===== src/rtl/riscv_lsu.sv =====
// riscv_lsu: single-outstanding load/store unit; sub-word stores use read-modify-write.
// Define LSU_MISALIGN_TRAP_EN to reject misaligned half/word accesses with rsp_err.
module riscv_lsu #(
  parameter int unsigned RD_LAT = 1
) (
  input  logic        clk,
  input  logic        reset,
  input  logic        req_valid,
  output logic        req_ready,
  input  logic        req_we,
  input  logic [1:0]  req_size,
  input  logic        req_unsigned,
  input  logic [31:0] req_addr,
  input  logic [31:0] req_wdata,
  output logic        rsp_valid,
  output logic [31:0] rsp_rdata,
  output logic        rsp_err,
  output logic        mem_read,
  output logic        mem_write,
  output logic [31:0] data_addr,
  output logic [31:0] write_data,
  input  logic [31:0] read_data
);

  typedef enum logic [2:0] {
    ST_IDLE = 3'd0,
    ST_RD   = 3'd1,
    ST_WAIT = 3'd2,
    ST_WR   = 3'd3,
    ST_RESP = 3'd4
  } state_t;

  localparam logic [3:0] WAIT_INIT = 4'(RD_LAT - 1);

  function automatic logic [31:0] load_extract(input logic [31:0] word, input logic [1:0] size,
                                               input logic [1:0] lane, input logic uns);
    logic [7:0]  b;
    logic [15:0] h;
    logic [31:0] res;
    b = word[{lane, 3'b000} +: 8];
    h = lane[1] ? word[31:16] : word[15:0];
    case (size)
      2'b00:   res = {{24{~uns & b[7]}}, b};
      2'b01:   res = {{16{~uns & h[15]}}, h};
      default: res = word;
    endcase
    return res;
  endfunction

  function automatic logic [31:0] store_merge(input logic [31:0] word, input logic [31:0] wdata,
                                              input logic [1:0] size, input logic [1:0] lane);
    logic [31:0] res;
    res = word;
    case (size)
      2'b00: res[{lane, 3'b000} +: 8] = wdata[7:0];
      2'b01: begin
        if (lane[1]) res[31:16] = wdata[15:0];
        else         res[15:0]  = wdata[15:0];
      end
      default: res = wdata;
    endcase
    return res;
  endfunction

  state_t      state_r, state_s;
  logic [3:0]  cnt_r, cnt_s;
  logic        we_r, uns_r, err_r, we_n, uns_n, err_n;
  logic [1:0]  size_r, size_n;
  logic [31:0] addr_r, wdata_r, rword_r, addr_n, wdata_n, rword_n;
  logic        accept_s, misalign_s, req_err_s;
  logic        rdy_s, rd_s, wr_s, vld_s, err_o_s;
  logic [31:0] rdata_s, daddr_s, wdata_o_s;

`ifdef LSU_MISALIGN_TRAP_EN
  assign misalign_s = ((req_size == 2'b01) && req_addr[0]) ||
                      ((req_size == 2'b10) && (req_addr[1:0] != 2'b00));
`else
  assign misalign_s = 1'b0;
`endif

  assign accept_s  = req_valid && (state_r == ST_IDLE);
  assign req_err_s = (req_size == 2'b11) || misalign_s;

  // Transaction context as it will be after this edge (lets outputs be registered).
  always_comb begin
    if (accept_s) begin
      we_n = req_we; size_n = req_size; uns_n = req_unsigned;
      addr_n = req_addr; wdata_n = req_wdata; err_n = req_err_s;
    end else begin
      we_n = we_r; size_n = size_r; uns_n = uns_r;
      addr_n = addr_r; wdata_n = wdata_r; err_n = err_r;
    end
    if (accept_s) begin
      rword_n = 32'd0;
    end else if ((state_r == ST_WAIT) && (cnt_r == 4'd0)) begin
      rword_n = read_data;
    end else begin
      rword_n = rword_r;
    end
  end

  // Next-state and wait-counter logic.
  always_comb begin
    state_s = state_r;
    cnt_s   = cnt_r;
    case (state_r)
      ST_IDLE: begin
        if (!accept_s)                 state_s = ST_IDLE;
        else if (req_err_s)            state_s = ST_RESP;
        else if (!req_we)              state_s = ST_RD;
        else if (req_size == 2'b10)    state_s = ST_WR;
        else                           state_s = ST_RD;
      end
      ST_RD: begin
        state_s = ST_WAIT;
        cnt_s   = WAIT_INIT;
      end
      ST_WAIT: begin
        if (cnt_r == 4'd0) state_s = we_r ? ST_WR : ST_RESP;
        else               cnt_s   = cnt_r - 4'd1;
      end
      ST_WR:   state_s = ST_RESP;
      ST_RESP: state_s = ST_IDLE;
      default: begin
        state_s = ST_IDLE;
        cnt_s   = 4'd0;
      end
    endcase
  end

  // Output values for the state being entered.
  always_comb begin
    rdy_s   = (state_s == ST_IDLE);
    rd_s    = (state_s == ST_RD);
    wr_s    = (state_s == ST_WR);
    vld_s   = (state_s == ST_RESP);
    err_o_s = (state_s == ST_RESP) && err_n;
    if (state_s == ST_IDLE) daddr_s = 32'd0;
    else                    daddr_s = {addr_n[31:2], 2'b00};
    if ((state_s == ST_IDLE) || !we_n || err_n) wdata_o_s = 32'd0;
    else wdata_o_s = store_merge(rword_n, wdata_n, size_n, addr_n[1:0]);
    if ((state_s == ST_RESP) && !we_n && !err_n)
      rdata_s = load_extract(rword_n, size_n, addr_n[1:0], uns_n);
    else
      rdata_s = 32'd0;
  end

  // State register and wait counter.
  always_ff @(posedge clk or posedge reset) begin
    if (reset) begin
      state_r <= ST_IDLE;
      cnt_r   <= 4'd0;
    end else begin
      state_r <= state_s;
      cnt_r   <= cnt_s;
    end
  end

  // Captured request fields and the fetched memory word.
  always_ff @(posedge clk or posedge reset) begin
    if (reset) begin
      we_r <= 1'b0; size_r <= 2'b00; uns_r <= 1'b0; err_r <= 1'b0;
      addr_r <= 32'd0; wdata_r <= 32'd0; rword_r <= 32'd0;
    end else begin
      we_r <= we_n; size_r <= size_n; uns_r <= uns_n; err_r <= err_n;
      addr_r <= addr_n; wdata_r <= wdata_n; rword_r <= rword_n;
    end
  end

  // Registered outputs.
  always_ff @(posedge clk or posedge reset) begin
    if (reset) begin
      req_ready <= 1'b1; mem_read <= 1'b0; mem_write <= 1'b0;
      rsp_valid <= 1'b0; rsp_err <= 1'b0; rsp_rdata <= 32'd0;
      data_addr <= 32'd0; write_data <= 32'd0;
    end else begin
      req_ready <= rdy_s; mem_read <= rd_s; mem_write <= wr_s;
      rsp_valid <= vld_s; rsp_err <= err_o_s; rsp_rdata <= rdata_s;
      data_addr <= daddr_s; write_data <= wdata_o_s;
    end
  end

endmodule


===== config.mk =====
export PLATFORM = sky130hd
export DESIGN_NAME = riscv_lsu
export DESIGN_NICKNAME = d
export VERILOG_FILES = /design/src/rtl/riscv_lsu.sv
export SDC_FILE = /design/constraint.sdc
export NUM_CORES = 1
export LEC_CHECK = 0
export ABC_AREA = 1
export CORE_ASPECT_RATIO = 1.1
export CORE_UTILIZATION = 30
export CTS_CLUSTER_SIZE = 16
export DETAILED_ROUTE_END_ITERATION = 10
export PLACE_DENSITY = 0.64
export REMOVE_ABC_BUFFERS = 1
export SETUP_SLACK_MARGIN = 0.05
export SYNTH_ARGS = -nofsm -noshare
export SYNTH_HDL_FRONTEND = slang
export SYNTH_SLANG_ARGS = --single-unit

===== constraint.sdc =====
create_clock -name clk -period 7.7 [get_ports clk]
set_input_delay 0.77 -clock clk [delete_from_list [all_inputs] [get_ports clk]]
set_output_delay 0.77 -clock clk [all_outputs]
set_load 0.05 [all_outputs]

==> impl_summary.log <==
INFO  metric fin_worst_hold_slack = 0.481 ns
INFO  metric arrival = between 4 and 5 ns
INFO  metric met2_wire_len = 13,300 um
INFO  metric route.vias.total = ~7,500
INFO  metric synth-edff-count = 0
INFO  metric drtPass1Iterations = 5
INFO  metric cts-buffers-inserted = 23
INFO  metric mostFrequentLayoutCells = 249 x sky130_fd_sc_hd__nand2_1, 206 x sky130_fd_sc_hd__dfrtp_1, 201 x sky130_fd_sc_hd__clkdlybuf4s50_1, 139 x sky130_fd_sc_hd__inv_1, 113 x sky130_fd_sc_hd__nor2_1
INFO  metric cp-start-kind = input port
INFO  metric detail-route-antenna-nets = 0
INFO  metric final_min_period_over_clock_period = approximately half
INFO  metric detailed_place_hpwl = roughly 19,000 um
INFO  metric place.detailed.instances = about 1,600
INFO  metric postSynth.asyncResetShare = 100%
INFO  metric worstSetupPathType = input port to register
INFO  metric hp-class = register to register
INFO  metric run_status = finished, final reports clean
INFO  metric post_synth_instance_area = approximately 0.0093 mm^2
INFO  metric design.portCount = 204
INFO  metric grt_start_max_net_pins = between 100 and 150
INFO  metric slew-limit-headroom = around 35%
INFO  metric fin_setup_tns = 0 ns
INFO  metric p_int = slightly above 3000 uW
INFO  metric worst_setup_hold_path_clk_slew = 0.06 ns
INFO  metric power.net_switching = 2910 uW
INFO  metric final_net_count = around 1,400
INFO  metric pwr-share-comb = between 50 and 60%
INFO  metric endpoint_kind = register
INFO  metric worst_vdd_rail_ir_drop = between 200 and 250 uV
INFO  metric netSwitchingFraction = 48.3%
INFO  metric number_of_distinct_library_cells_after_synthesis = 45
INFO  metric detailedRoute.firstIterationViolations = 529
INFO  metric cts_hold_repair.buffers = 0
INFO  metric cts_resized = 0
INFO  metric period_needed = 3.92 ns
INFO  metric wl_met1 = roughly 12,000 um
INFO  metric cap_violations = 0
INFO  metric crit_required = a little over 8 ns
INFO  metric grt-ovfl-total = 0
INFO  metric initial_core_util = between 30 and 40%
INFO  metric met3WireLength = approximately 2000 um
INFO  metric worstSkewPairLatency = between 0.5 and 0.6 ns
INFO  metric drive_gt1_share = between 10% and 20%
INFO  metric layout.cells.most_common = sky130_fd_sc_hd__nand2_1
INFO  metric seq_area_frac_synth = 55.6%
INFO  metric synthCells = 1,071
INFO  metric cts-root-buf = sky130_fd_sc_hd__clkbuf_16
INFO  metric report.final.slew_viol_count = 0
INFO  metric path_max_fanout = 85
INFO  metric full_die_area = approximately 0.032 mm^2
INFO  metric clockBufferDepth = 3
INFO  metric tritoncts = yes
INFO  metric clock-sinks = ~210
INFO  metric achievable-frequency = between 0.2 and 0.3 GHz
INFO  metric dieWidth = 170 um
INFO  metric drt-vias-per-instance = approximately 4.5
INFO  metric finalSetupViolCount = 0
INFO  metric synth_flop_cell = sky130_fd_sc_hd__dfrtp_1
INFO  metric synth.ff_latch_count = just over 200
INFO  metric power.sequential.fraction = a little over a quarter
INFO  metric tightestPinTransition = between 0.9 and 1 ns
INFO  metric cts_setup_buffers = 0
INFO  metric grt_first_pass_wirelength = approximately 43,000 um
INFO  metric rows = 67
INFO  metric routed_wire_length_per_instance = ~17 um
INFO  metric finalHoldViolations = 0
INFO  metric ys.warnings.count = 0
INFO  metric antennaDiodeCount = 0
INFO  metric area_growth_syn_to_layout = 33.1%
INFO  metric p_total = about 6000 uW
INFO  metric io_buffers = between 200 and 250
INFO  metric route.top_layer_used = met4
INFO  metric share_clk_of_total_power = a little under a fifth
INFO  metric stdcell_count = around 1,700
INFO  metric placeableCoreArea = 0.0305 mm^2
INFO  metric die_height = 187 um
INFO  metric detail_route.drc_violations = 0
INFO  metric antenna_found_initial = 0
INFO  metric wl = about 28,000 um
INFO  metric final_setup_skew = ~0.015 ns
INFO  metric grt_setup_unrepaired = false
INFO  metric htree_levels = 1
INFO  metric total_leakage_power = roughly 0.0061 uW
INFO  metric grt_usage = 17.7%
INFO  metric power_density = ~490 mW/mm^2
INFO  metric place_congestion = between 0.8 and 0.9
INFO  metric post_synth.cell_area_avg = ~8.7 um^2
INFO  metric via_count_of_the_first_global_routing_pass = about 7,700
cells in the mapped netlist (5+ instances only):
master,count,area (um^2)
sky130_fd_sc_hd__o21ai_1,5,25.0
sky130_fd_sc_hd__o21ai_0,75,375
sky130_fd_sc_hd__inv_2,5,18.8
sky130_fd_sc_hd__buf_4,8,60.1
sky130_fd_sc_hd__dfrtp_1,206,5150
sky130_fd_sc_hd__o22ai_1,10,62.6
sky130_fd_sc_hd__inv_1,140,526
sky130_fd_sc_hd__nor2_4,10,113
sky130_fd_sc_hd__nor3_2,6,60.1
sky130_fd_sc_hd__nor2_1,115,432
sky130_fd_sc_hd__o211ai_1,12,90.1
sky130_fd_sc_hd__or2_2,41,257
sky130_fd_sc_hd__a21oi_1,45,225
sky130_fd_sc_hd__nand2_1,249,935
sky130_fd_sc_hd__nand3_1,28,140
sky130_fd_sc_hd__nor2_2,8,50.1
sky130_fd_sc_hd__and2_1,5,31.3
sky130_fd_sc_hd__nand2_2,5,31.3
sky130_fd_sc_hd__clkbuf_1,12,45.0
sky130_fd_sc_hd__nor3_1,16,80.1
sky130_fd_sc_hd__buf_2,22,110
worst max-delay path, cell delays in order:
cell	delay (ns)
sky130_fd_sc_hd__clkdlybuf4s50_1	0.45
sky130_fd_sc_hd__inv_1	0.04
sky130_fd_sc_hd__nor2_2	0.18
sky130_fd_sc_hd__nand2_4	0.08
sky130_fd_sc_hd__inv_4	0.66
sky130_fd_sc_hd__nand2_4	0.11
sky130_fd_sc_hd__o21ai_4	0.09
sky130_fd_sc_hd__buf_4	0.48
sky130_fd_sc_hd__nor2_4	0.09
sky130_fd_sc_hd__nand2_1	0.49
sky130_fd_sc_hd__inv_1	0.43
sky130_fd_sc_hd__nand2_1	0.15
sky130_fd_sc_hd__nand3_1	0.08
sky130_fd_sc_hd__o21ai_1	0.12
sky130_fd_sc_hd__inv_1	0.06
flip-flops by register name, indices dropped and copies added (netlist names), 2 cells and up:
signal / cells
write_data: 32
addr_r: 32
rword_r: 32
state_r: 3
size_r: 2
data_addr: 30
cnt_r: 4
wdata_r: 32
rsp_rdata: 32
metrics by stage:
stage / util, % / cell area (um^2) / setup slack (ns)
6_report: 40.7 / 12400 / 3.78
5_1_grt: 40.7 / 12400 / 3.49
4_1_cts: 40.7 / 12400 / 3.76
3_5_place_dp: 38.1 / 11600 / 3.24
3_3_place_gp: 38.1 / 11600 / 3.35
2_1_floorplan: - / 9060 / 1.28
cells by family after synthesis:
group | after synthesis | share of synthesized area (%)
simple gates | 501 | 24.9
flops | 207 | 55.6
buf+inv | 192 | 8.79
compound gates | 164 | 9.97
fa+ha+maj | 4 | 0.537
xor+xnor | 2 | 0.188
other cells | 1 | 0.0402
power groups by stage:
stage               logic, uW  clock network, uW  registers, uW
floorplan                1760                  0           2130
global placement         3260                  0           1640
detailed placement       3300                  0           1640
CTS                      3320               1120           1630
global route             3630               1170           1660
finish                   3310               1100           1630
layout make-up:
cell class	count	area (um^2)
inverter	146	558
multi-input combinational	673	3330
fill	3088	18100
timing repair buffer	206	2050
clock inverter	12	108
tap	414	518
clock buffer	30	662
sequential	207	5180
metal layers:
metal  track usage, %  vias to the layer above
li1                 -                     3703
met4             5.09                        0
met3             3.00                       40
met1             23.6                     3523
met2             29.4                      275
met5                0                        -
path summary, 6_finish.rpt:
kind | slack (ns) | depth (start not counted) | startpoint | end
min in group asynchronous | 0.83 | 2 | reset | data_addr[15]
worst max register to register | 4.05 | 13 | state_r[1] | write_data[31]
max in group asynchronous | 5.38 | 3 | reset | wdata_r[10]
worst max-delay path | 3.78 | 15 | req_valid | write_data[31]
worst min register to register | 0.48 | 2 | wdata_r[27] | wdata_r[27]
worst min-delay path | 0.48 | 2 | wdata_r[27] | wdata_r[27]
Power figures use the tool's default switching activity.
